## src/rtl/bram_alu_sweep_ctrl_if.sv

```systemverilog
// BRAM port A and ALU operand bundle between the sweep controller and its datapath.
interface bram_alu_sweep_ctrl_if #(
  parameter int unsigned DATA_WIDTH = 16,
  parameter int unsigned ADDR_WIDTH = 10,
  parameter int unsigned ALU_OP_W   = 8
);
  logic [ADDR_WIDTH-1:0] addr_a;
  logic [DATA_WIDTH-1:0] data_a;
  logic                  we_a;
  logic [DATA_WIDTH-1:0] q_a;
  logic [DATA_WIDTH-1:0] alu_a;
  logic [DATA_WIDTH-1:0] alu_b;
  logic [ALU_OP_W-1:0]   alu_opcode;
  logic                  alu_cin;
  logic [DATA_WIDTH-1:0] alu_out;

  modport master (
    output addr_a, data_a, we_a, alu_a, alu_b, alu_opcode, alu_cin,
    input  q_a, alu_out
  );

  modport slave (
    input  addr_a, data_a, we_a, alu_a, alu_b, alu_opcode, alu_cin,
    output q_a, alu_out
  );
endinterface

```

## src/rtl/bram_alu_sweep_ctrl.sv

```systemverilog
// Applies one ALU op with an immediate across a block of BRAM words:
// read, modify, write back, read back and verify, six cycles per word.
module bram_alu_sweep_ctrl #(
  parameter int unsigned DATA_WIDTH = 16,
  parameter int unsigned ADDR_WIDTH = 10,
  parameter int unsigned ALU_OP_W   = 8
) (
  input  logic                    clk,
  input  logic                    rst_n,
  input  logic                    start,
  input  logic [ADDR_WIDTH-1:0]   base_addr,
  input  logic [ADDR_WIDTH:0]     count,
  input  logic [ALU_OP_W-1:0]     op_sel,
  input  logic [DATA_WIDTH-1:0]   imm,
  input  logic                    cin_sel,
  input  logic                    stop_on_err,
  bram_alu_sweep_ctrl_if.master   bus,
  output logic                    busy,
  output logic                    done,
  output logic                    error,
  output logic [ADDR_WIDTH-1:0]   err_addr,
  output logic [ADDR_WIDTH:0]     words_done,
  output logic [DATA_WIDTH-1:0]   last_result
);

  localparam int unsigned CNT_W = ADDR_WIDTH + 1;
  localparam logic [CNT_W-1:0] MAX_COUNT = {1'b1, {ADDR_WIDTH{1'b0}}};

  localparam logic [2:0] S_IDLE = 3'd0;
  localparam logic [2:0] S_RD   = 3'd1;
  localparam logic [2:0] S_CAP  = 3'd2;
  localparam logic [2:0] S_EXEC = 3'd3;
  localparam logic [2:0] S_WR   = 3'd4;
  localparam logic [2:0] S_VRD  = 3'd5;
  localparam logic [2:0] S_VCHK = 3'd6;
  localparam logic [2:0] S_DONE = 3'd7;

  logic [2:0]            state, state_nxt;
  logic [ADDR_WIDTH-1:0] base_reg, base_nxt;
  logic [CNT_W-1:0]      count_reg, count_nxt;
  logic [ALU_OP_W-1:0]   op_sel_reg, op_sel_nxt;
  logic [DATA_WIDTH-1:0] imm_reg, imm_nxt;
  logic                  cin_reg, cin_nxt;
  logic                  stop_reg, stop_nxt;
  logic [CNT_W-1:0]      idx, idx_nxt;
  logic [DATA_WIDTH-1:0] res_reg, res_nxt;

  logic [ADDR_WIDTH-1:0] addr_q, addr_nxt;
  logic [DATA_WIDTH-1:0] data_q, data_nxt;
  logic                  we_q, we_nxt;
  logic [DATA_WIDTH-1:0] alu_a_q, alu_a_nxt;
  logic [DATA_WIDTH-1:0] alu_b_q, alu_b_nxt;
  logic [ALU_OP_W-1:0]   alu_op_q, alu_op_nxt;
  logic                  alu_cin_q, alu_cin_nxt;
  logic                  busy_nxt, done_nxt, error_nxt;
  logic [ADDR_WIDTH-1:0] err_addr_nxt;
  logic [CNT_W-1:0]      words_done_nxt;
  logic [DATA_WIDTH-1:0] last_result_nxt;

  logic [ADDR_WIDTH-1:0] cur_addr_c;
  logic [CNT_W-1:0]      next_idx_c;
  logic                  miscompare_c;

  assign cur_addr_c   = base_reg + ADDR_WIDTH'(idx);
  assign next_idx_c   = idx + CNT_W'(1);
  assign miscompare_c = (bus.q_a != res_reg);

  // Next-state and registered-output values; outputs take effect in the state being entered.
  always_comb begin
    state_nxt       = state;
    base_nxt        = base_reg;
    count_nxt       = count_reg;
    op_sel_nxt      = op_sel_reg;
    imm_nxt         = imm_reg;
    cin_nxt         = cin_reg;
    stop_nxt        = stop_reg;
    idx_nxt         = idx;
    res_nxt         = res_reg;
    addr_nxt        = addr_q;
    data_nxt        = '0;
    we_nxt          = 1'b0;
    alu_a_nxt       = alu_a_q;
    alu_b_nxt       = alu_b_q;
    alu_op_nxt      = alu_op_q;
    alu_cin_nxt     = alu_cin_q;
    busy_nxt        = busy;
    done_nxt        = 1'b0;
    error_nxt       = error;
    err_addr_nxt    = err_addr;
    words_done_nxt  = words_done;
    last_result_nxt = last_result;

    case (state)
      S_IDLE: begin
        if (start) begin
          base_nxt       = base_addr;
          count_nxt      = (count > MAX_COUNT) ? MAX_COUNT : count;
          op_sel_nxt     = op_sel;
          imm_nxt        = imm;
          cin_nxt        = cin_sel;
          stop_nxt       = stop_on_err;
          idx_nxt        = '0;
          error_nxt      = 1'b0;
          err_addr_nxt   = '0;
          words_done_nxt = '0;
          busy_nxt       = 1'b1;
          if (count == '0) begin
            state_nxt = S_DONE;
          end else begin
            addr_nxt  = base_addr;
            state_nxt = S_RD;
          end
        end
      end
      S_RD: state_nxt = S_CAP;
      S_CAP: begin
        alu_a_nxt   = bus.q_a;
        alu_b_nxt   = imm_reg;
        alu_op_nxt  = op_sel_reg;
        alu_cin_nxt = cin_reg;
        state_nxt   = S_EXEC;
      end
      S_EXEC: begin
        res_nxt   = bus.alu_out;
        data_nxt  = bus.alu_out;
        we_nxt    = 1'b1;
        state_nxt = S_WR;
      end
      S_WR: begin
        last_result_nxt = res_reg;
        state_nxt       = S_VRD;
      end
      S_VRD: state_nxt = S_VCHK;
      S_VCHK: begin
        if (miscompare_c) begin
          if (!error) err_addr_nxt = cur_addr_c;
          error_nxt = 1'b1;
        end
        words_done_nxt = next_idx_c;
        if ((stop_reg && miscompare_c) || (next_idx_c == count_reg)) begin
          state_nxt = S_DONE;
        end else begin
          idx_nxt   = next_idx_c;
          addr_nxt  = base_reg + ADDR_WIDTH'(next_idx_c);
          state_nxt = S_RD;
        end
      end
      S_DONE: begin
        done_nxt  = 1'b1;
        busy_nxt  = 1'b0;
        state_nxt = S_IDLE;
      end
      default: state_nxt = S_IDLE;
    endcase
  end

  // State and output registers; reset drops we_a without waiting for a clock.
  always_ff @(posedge clk or negedge rst_n) begin
    if (!rst_n) begin
      state       <= S_IDLE;
      base_reg    <= '0;
      count_reg   <= '0;
      op_sel_reg  <= '0;
      imm_reg     <= '0;
      cin_reg     <= 1'b0;
      stop_reg    <= 1'b0;
      idx         <= '0;
      res_reg     <= '0;
      addr_q      <= '0;
      data_q      <= '0;
      we_q        <= 1'b0;
      alu_a_q     <= '0;
      alu_b_q     <= '0;
      alu_op_q    <= '0;
      alu_cin_q   <= 1'b0;
      busy        <= 1'b0;
      done        <= 1'b0;
      error       <= 1'b0;
      err_addr    <= '0;
      words_done  <= '0;
      last_result <= '0;
    end else begin
      state       <= state_nxt;
      base_reg    <= base_nxt;
      count_reg   <= count_nxt;
      op_sel_reg  <= op_sel_nxt;
      imm_reg     <= imm_nxt;
      cin_reg     <= cin_nxt;
      stop_reg    <= stop_nxt;
      idx         <= idx_nxt;
      res_reg     <= res_nxt;
      addr_q      <= addr_nxt;
      data_q      <= data_nxt;
      we_q        <= we_nxt;
      alu_a_q     <= alu_a_nxt;
      alu_b_q     <= alu_b_nxt;
      alu_op_q    <= alu_op_nxt;
      alu_cin_q   <= alu_cin_nxt;
      busy        <= busy_nxt;
      done        <= done_nxt;
      error       <= error_nxt;
      err_addr    <= err_addr_nxt;
      words_done  <= words_done_nxt;
      last_result <= last_result_nxt;
    end
  end

  assign bus.addr_a     = addr_q;
  assign bus.data_a     = data_q;
  assign bus.we_a       = we_q;
  assign bus.alu_a      = alu_a_q;
  assign bus.alu_b      = alu_b_q;
  assign bus.alu_opcode = alu_op_q;
  assign bus.alu_cin    = alu_cin_q;

endmodule

```

## src/flat_wrapper.sv

```systemverilog
// flat-port wrapper written by rule: the top's interface ports become plain ports
module bram_alu_sweep_ctrl_flat 
#(
  parameter int unsigned DATA_WIDTH = 16,
  parameter int unsigned ADDR_WIDTH = 10,
  parameter int unsigned ALU_OP_W   = 8
)
  (clk, rst_n, start, base_addr, count, op_sel, imm, cin_sel, stop_on_err, busy, done, error, err_addr, words_done, last_result, bus_addr_a, bus_data_a, bus_we_a, bus_alu_a, bus_alu_b, bus_alu_opcode, bus_alu_cin, bus_q_a, bus_alu_out);
  bram_alu_sweep_ctrl_if #(.DATA_WIDTH(DATA_WIDTH), .ADDR_WIDTH(ADDR_WIDTH), .ALU_OP_W(ALU_OP_W)) bus_i ();
  input  logic clk;
  input  logic rst_n;
  input  logic start;
  input  logic [ADDR_WIDTH-1:0] base_addr;
  input  logic [ADDR_WIDTH:0] count;
  input  logic [ALU_OP_W-1:0] op_sel;
  input  logic [DATA_WIDTH-1:0] imm;
  input  logic cin_sel;
  input  logic stop_on_err;
  output logic busy;
  output logic done;
  output logic error;
  output logic [ADDR_WIDTH-1:0] err_addr;
  output logic [ADDR_WIDTH:0] words_done;
  output logic [DATA_WIDTH-1:0] last_result;
  output wire logic [$bits(bus_i.addr_a)-1:0] bus_addr_a;
  output wire logic [$bits(bus_i.data_a)-1:0] bus_data_a;
  output wire logic [$bits(bus_i.we_a)-1:0] bus_we_a;
  output wire logic [$bits(bus_i.alu_a)-1:0] bus_alu_a;
  output wire logic [$bits(bus_i.alu_b)-1:0] bus_alu_b;
  output wire logic [$bits(bus_i.alu_opcode)-1:0] bus_alu_opcode;
  output wire logic [$bits(bus_i.alu_cin)-1:0] bus_alu_cin;
  input wire logic [$bits(bus_i.q_a)-1:0] bus_q_a;
  input wire logic [$bits(bus_i.alu_out)-1:0] bus_alu_out;
  assign bus_addr_a = bus_i.addr_a;
  assign bus_data_a = bus_i.data_a;
  assign bus_we_a = bus_i.we_a;
  assign bus_alu_a = bus_i.alu_a;
  assign bus_alu_b = bus_i.alu_b;
  assign bus_alu_opcode = bus_i.alu_opcode;
  assign bus_alu_cin = bus_i.alu_cin;
  assign bus_i.q_a = bus_q_a;
  assign bus_i.alu_out = bus_alu_out;
  bram_alu_sweep_ctrl #(.DATA_WIDTH(DATA_WIDTH), .ADDR_WIDTH(ADDR_WIDTH), .ALU_OP_W(ALU_OP_W)) u_core (.clk(clk), .rst_n(rst_n), .start(start), .base_addr(base_addr), .count(count), .op_sel(op_sel), .imm(imm), .cin_sel(cin_sel), .stop_on_err(stop_on_err), .bus(bus_i), .busy(busy), .done(done), .error(error), .err_addr(err_addr), .words_done(words_done), .last_result(last_result));
endmodule
```

## config.mk

```make
export PLATFORM = sky130hd
export DESIGN_NAME = bram_alu_sweep_ctrl_flat
export DESIGN_NICKNAME = d
export VERILOG_FILES = /design/src/rtl/bram_alu_sweep_ctrl_if.sv /design/src/rtl/bram_alu_sweep_ctrl.sv /design/src/flat_wrapper.sv
export SDC_FILE = /design/constraint.sdc
export NUM_CORES = 1
export LEC_CHECK = 0
export CAP_MARGIN = 15
export CORE_ASPECT_RATIO = 1.1
export CORE_MARGIN = 2
export CORE_UTILIZATION = 32
export CTS_BUF_LIST = sky130_fd_sc_hd__clkbuf_16
export CTS_CLUSTER_DIAMETER = 150
export DETAILED_ROUTE_END_ITERATION = 10
export HOLD_SLACK_MARGIN = 0.03
export PLACE_DENSITY_LB_ADDON = 0.08
export REMOVE_ABC_BUFFERS = 1
export SYNTH_ARGS = -nofsm -noshare
export SYNTH_HDL_FRONTEND = slang
export SYNTH_SLANG_ARGS = --single-unit
```

## constraint.sdc

```tcl
create_clock -name clk -period 3.16 [get_ports clk]
set_clock_uncertainty 0.05 [all_clocks]
set_input_delay 0.474 -clock clk [delete_from_list [all_inputs] [get_ports clk]]
set_output_delay 0.474 -clock clk [all_outputs]
set_load 0.01 [all_outputs]
```

# After elaboration in Yosys (flattened, before gate mapping)
# Index checks and enable logic that the tools add are counted.
word_totals:
  regBits: 185
  word_cells: 78
  output_inout_bits: 108
  input_bits: 82
classes:
  order_cmp: 1
  addsub: 3
  eq_ne: 14
  n_reduce_logical: 13
  muxes: 25
op_table:
  columns: ["operator", "n"]
  rows:
  - ["10-bit two-way mux", 6]
  - ["11-bit case mux with 2 select lines", 2]
  - ["10-bit case mux with 2 select lines", 2]
  - ["11-bit two-way mux", 3]
  - ["3-bit case mux with 8 select lines", 1]
  - ["10-bit adder", 2]
  - ["16-bit two-way mux", 1]
  - ["16-bit inequality test", 1]
  - ["3-bit equality test (second input constant)", 4]
  - ["11-bit by 1-bit adder with 11-bit output (second input constant)", 1]
  - ["11-bit equality test", 1]
  - ["11-bit > comparator (second input constant)", 1]
  - ["11-bit logical NOT", 1]
  - ["3-bit two-way mux", 3]
  - ["2-bit inequality test (second input constant)", 4]
  - ["4-bit AND reduction", 2]
  - ["3-bit by 2-bit equality test with 1-bit output (second input constant)", 2]
  - ["2-bit AND reduction", 3]
  - ["3-bit AND reduction", 2]
  - ["1-bit two-way mux", 5]
  - ["1-bit case mux with 2 select lines", 2]
  - ["2-bit nonzero test", 2]
  - ["3-bit by 1-bit equality test with 1-bit output (second input constant)", 1]
  - ["3-bit logical NOT", 1]
  - ["3 further kinds", 3]

# Longest topological paths before layout
# Gate-level depths: netlist of the first run.
depth:
  depth_word: 5
  mapped_depth: 13
  depth_no_buf: 12

# Worst setup path after synthesis of the first run
# No wires, ideal clock.
synth_path:
  kind: "flip-flop to flip-flop"
  startpoint: "register u_core.idx[0]"
  endpoint: "register u_core.addr_q[8] (netlist: u_core.bus.addr_a[8])"
  t_arrival_ns: 2.819
  n_path_buf: 1
  slack_ns: 0.164
  stages_incl_launch_ff: 13
  setup_time_ns: 0.128
  period_less_slack_ns: 2.996
  required_time_ns: 2.982
  path_cell_list: "dfrtp_1 > ha_1 > buf_2 > xnor2_1 > inv_1 > ha_1 > a21o_1 > a21oi_1 > o21ai_0 > o41ai_1 > xnor2_1 > mux2_2 > mux2_1"
synth_via:
  elab_chain_cells: 5
  word_cells_on_any_way: 8
  classes_between: "2 x add/sub; 2 x eq/ne; 2 x mux; 2 x reduce/logical"
synth_rtl:
  columns: ["item", "line", "source"]
  rows:
  - ["start: declaration", "bram_alu_sweep_ctrl.sv:45", "logic [CNT_W-1:0] idx, idx_nxt;"]
  - ["start signal: assignment", "bram_alu_sweep_ctrl.sv:190", "idx <= idx_nxt;"]
  - ["11-bit by 1-bit adder with 11-bit output *", "bram_alu_sweep_ctrl.sv:65", "assign next_idx_c = idx + CNT_W'(1);"]
  - ["parallel branches: the longest is 4 deep, another holds 10-bit adder", null, null]
  - ["end signal: assignment", "bram_alu_sweep_ctrl.sv:192", "addr_q <= addr_nxt;"]
  - ["end: declaration", "bram_alu_sweep_ctrl.sv:48", "logic [ADDR_WIDTH-1:0] addr_q, addr_nxt;"]
# Every way passes the cells marked *. The select of a mux whose other input is x is not followed.
# A chain may end at the register's enable or synchronous reset.

# Worst setup path in the final report of the first run
layout_path:
  startpoint: "register u_core.idx[0]"
  endpoint: "register u_core.addr_q[6] (netlist: u_core.bus.addr_a[6])"
# The elaborated chain is that of the path after synthesis.

==> flow_summary.ini, run 1 <==
[run_status]
outcome = complete, no violations

[worst_setup_path]
worst_path_max_delay_cell = nor4_1
reg2reg_depth = 8
kind_of_critical_path = flip-flop to flip-flop
crit_family = simple AND/OR/NAND/NOR gates
arrival_time_reported_for_the_critical_path_endpoint_ns = 3.17
worstSetupEndpoint = u_core.bus.addr_a[6]$_DFFE_PN0P_
cp-startpoint = u_core.idx[0]$_DFFE_PN0P_
worst_setup_path_end_kind = flip-flop
critical_path.n_buffers_inverters = 1
cp_slowest_stage_delay_ns = 0.42
worst_setup_path_start_kind = flip-flop
r2r_end = u_core.bus.addr_a[6]$_DFFE_PN0P_
ff2ff_setup_slack_ns = 0.26
critical_path.cell_chain = ha_1 -> buf_4 -> xor2_1 -> or3_1 -> nor4_1 -> nand4_1 -> nand3_4 -> mux2_2
critical_path_required_ns = 3.43
crit_fanout = 10
worst-path-stages = 8
reg2reg_from = u_core.idx[0]$_DFFE_PN0P_

[routing]
drt_wl_total_um = 23000
drt-pass1-iter-count = 4
wl_per_cell_um = 16.7
detailedRoute.firstIterationViolations = 288
via_count_of_the_routed_design = 6372
via_per_inst = 4.64
detail-route-antenna-nets = 0
post-route-drc-count = 0

[yosys]
synth_top_cell_by_area = dfrtp_1
ys.warnings.count = 0
synth-compound-area-share = 0.0611
synth-edff-count = 0
synth.mux.area_fraction = 0.122
synth-xor-area-share = 0.0530
synth_simple_gate_area_share = 0.170
synth_adder_area_share = 0.0321
synth_seq_cells = 185
register_area_share_after_synthesis = 0.535
synthesis.instances = 798
synthDistinctLibCells = 58
async_reset_ff_frac = 1.00
netlist_area_um2 = 8650
yosys.area.top_type_share = 0.535
yosys_most_used_dff = dfrtp_1
synth.avg_cell_area_um2 = 10.8
synth_top_family_by_area = simple AND/OR/NAND/NOR gates
yosys-top-cells-area = dfrtp_1, mux2_2, nand2_1

[clocking]
post_cts_hold_buffer_count = 0
ctsRootBufferMaster = clkbuf_16
cts-buffers-inserted = 17
clock_tree.buffer_depth = 2
cts_htree_levels = 4
clk_pin_slew_ns = 0.08
cts_tree = yes
clock_insertion_delay_worst_skew_ns = 0.43
tritoncts_num_sinks = 185

[pwr]
ir_drop_mv = 0.376
power_density_nw_per_um2 = 884
power.leakage_nw = 5.29

[grt]
grt_max_degree = 81
grt_pass1_vias = 6634
grt_first_pass_wirelength_um = 37400
grt_residual_overflow = 0
grtUsageTotal = 0.168
initial_antenna_violation_count = 1

[sta]
tightest_slew_ns = 0.731
rsz0062_at_grt = no
period_share = 0.917
post-route-min-period_ns = 2.90
hold_violations = 0
timing_max_transition_violations_final = 0
maxClockFrequency_mhz = 345
setup_viol_count_final = 0
timing.slew.headroom = 0.513
tns_ns = 0

[cells_and_area]
multiInputGateArea_um2 = 3830
design_area_um2 = 11800
insertedDiodeCount = 0
register_area_um2 = 4630
share_of_final_layout_standard_cells_stronger_than_drive_strength_1 = 0.169
area_overhead_vs_synth_pct = 35.9
fillerInstances = 2610
finalNetCount = 1106

[die]
placement_rows = 63
ios = 190
initial_standard_cell_utilization_of_the_core = 0.323
core_area_um2 = 26800
die_area_um2 = 28400
die_height_um = 176
die_w_um = 161

[placement]
portBuffers = 189
place_congestion = 0.787
placed_cell_area_um2 = 11200
detailed_place_hpwl_um = 16000

[run]
cap_violations = 0

[worst_hold_path]
min-delay-path-class = primary input to async pin
[how the worst min path moves through the flow]
stage                                        from                                to  slack [ns]  cells past startpoint
floorplan                                   rst_n    u_core.base_reg[0]$_DFFE_PN0P_        0.13                      0
global placement      u_core.stop_reg$_DFFE_PN0P_       u_core.stop_reg$_DFFE_PN0P_        0.40                      2
detailed placement  u_core.imm_reg[7]$_DFFE_PN0P_     u_core.imm_reg[7]$_DFFE_PN0P_        0.41                      2
CTS                                         rst_n  u_core.words_done[1]$_DFFE_PN0P_        0.07                      1
global route                                rst_n  u_core.words_done[1]$_DFFE_PN0P_        0.06                      1
finish                                      rst_n  u_core.words_done[1]$_DFFE_PN0P_        0.01                      1
[timing repair]
item                                    4_1_cts  5_1_grt
hold endpoints to repair                      0        0
buffers inserted                              0        0
gates resized for setup                       0        5
endpoints found under the setup margin        0        2
[worst register-to-register path, cell delays in order (launching register included)]
cell and delay [ns]:
dfrtp_1 0.38, ha_1 0.37, buf_4 0.17, xor2_1 0.18
or3_1 0.32, nor4_1 0.42, nand4_1 0.25, nand3_4 0.28
mux2_2 0.37
[cell type report]
class / count / area share
clock buffers: 17 / 0.0362
clock inverters: 15 / 0.0130
inverters: 13 / 0.00415
multi-input cells: 562 / 0.326
flip-flops and latches: 185 / 0.394
well taps: 357 / 0.0380
repair buffers: 224 / 0.189
[power breakdown]
group | internal (W) | switching [W] | total, W
clock network | 0.00106 | 0.00107 | 0.00213
registers | 0.00333 | 0.000628 | 0.00395
logic | 0.00234 | 0.00196 | 0.00430
total | 0.00672 | 0.00366 | 0.0104
[cell usage in the layout (no fill, tap or decap), types with 17 or more instances in the layout]
cell type        count
and2_1              18
buf_4               30
clkbuf_16           17
clkdlybuf4s50_1    188
dfrtp_1            185
ha_1                18
mux2_2              82
nand2_1            188
nand3_1             18
nor2_1              20
o21ai_0             43
xnor2_1             20
xor2_1              27
[routing by layer]
metal / global-route usage / part of all wire / vias up
li1: - / - / 3124
met1: 0.219 / 0.44 / 3089
met2: 0.272 / 0.48 / 144
met3: 0.0611 / 0.074 / 13
met4: 0.0346 / 0.0080 / 2
met5: 0 / 0.00057 / -
[synthesized netlist by cell type (2+ instances only)]
master / number
o21bai_1: 2
o21ai_0: 45
nand4_1: 6
buf_6: 2
nor3b_1: 3
a21o_1: 4
a22o_1: 2
nand3_2: 3
and3_1: 7
xnor2_1: 20
mux2_2: 82
a21oi_1: 16
clkbuf_1: 27
nor3_1: 6
nand2_2: 2
o41ai_1: 4
fa_1: 2
nand2b_1: 8
inv_1: 13
nor2b_1: 5
mux2i_1: 11
nand2_1: 189
nand3_1: 18
and2_1: 19
ha_1: 19
nor2_1: 22
xor2_1: 27
mux2_1: 2
nor4_1: 9
nand3_4: 2
dfrtp_1: 185
buf_4: 4
o211ai_1: 2
buf_2: 4
or3_1: 2
and4_4: 2
[logic make-up after synthesis]
family | after synthesis
AOI/OAI and AO/OA | 86
buffers and inverters | 51
xor gates and xnor gates | 49
DFF | 185
muxes | 95
adders and majority gates | 21
and+or+nand+nor | 311
[per-stage QoR]
stage / total power (W) / setup slack (ns) / utilization / cells / hold slack, ns
6_report: 0.0104 / 0.261 / 0.439 / 1373 / 0.0149
5_1_grt: 0.0112 / 0.0401 / 0.439 / 1373 / 0.0628
4_1_cts: 0.0106 / 0.159 / 0.438 / 1373 / 0.0666
3_5_place_dp: 0.00837 / 0.0935 / 0.416 / 1341 / 0.406
3_3_place_gp: 0.00835 / 0.129 / 0.416 / 1341 / 0.404
2_1_floorplan: 0.00622 / 0.137 / - / 760 / 0.128
(Power assumes the default switching activity.)
==> run 2, diff against run 1 <==
Settings changed: CTS_CLUSTER_DIAMETER 150 to 50.
==> results of run 2 <==
Final layout, timing and power as in run 1 (identical DEF).
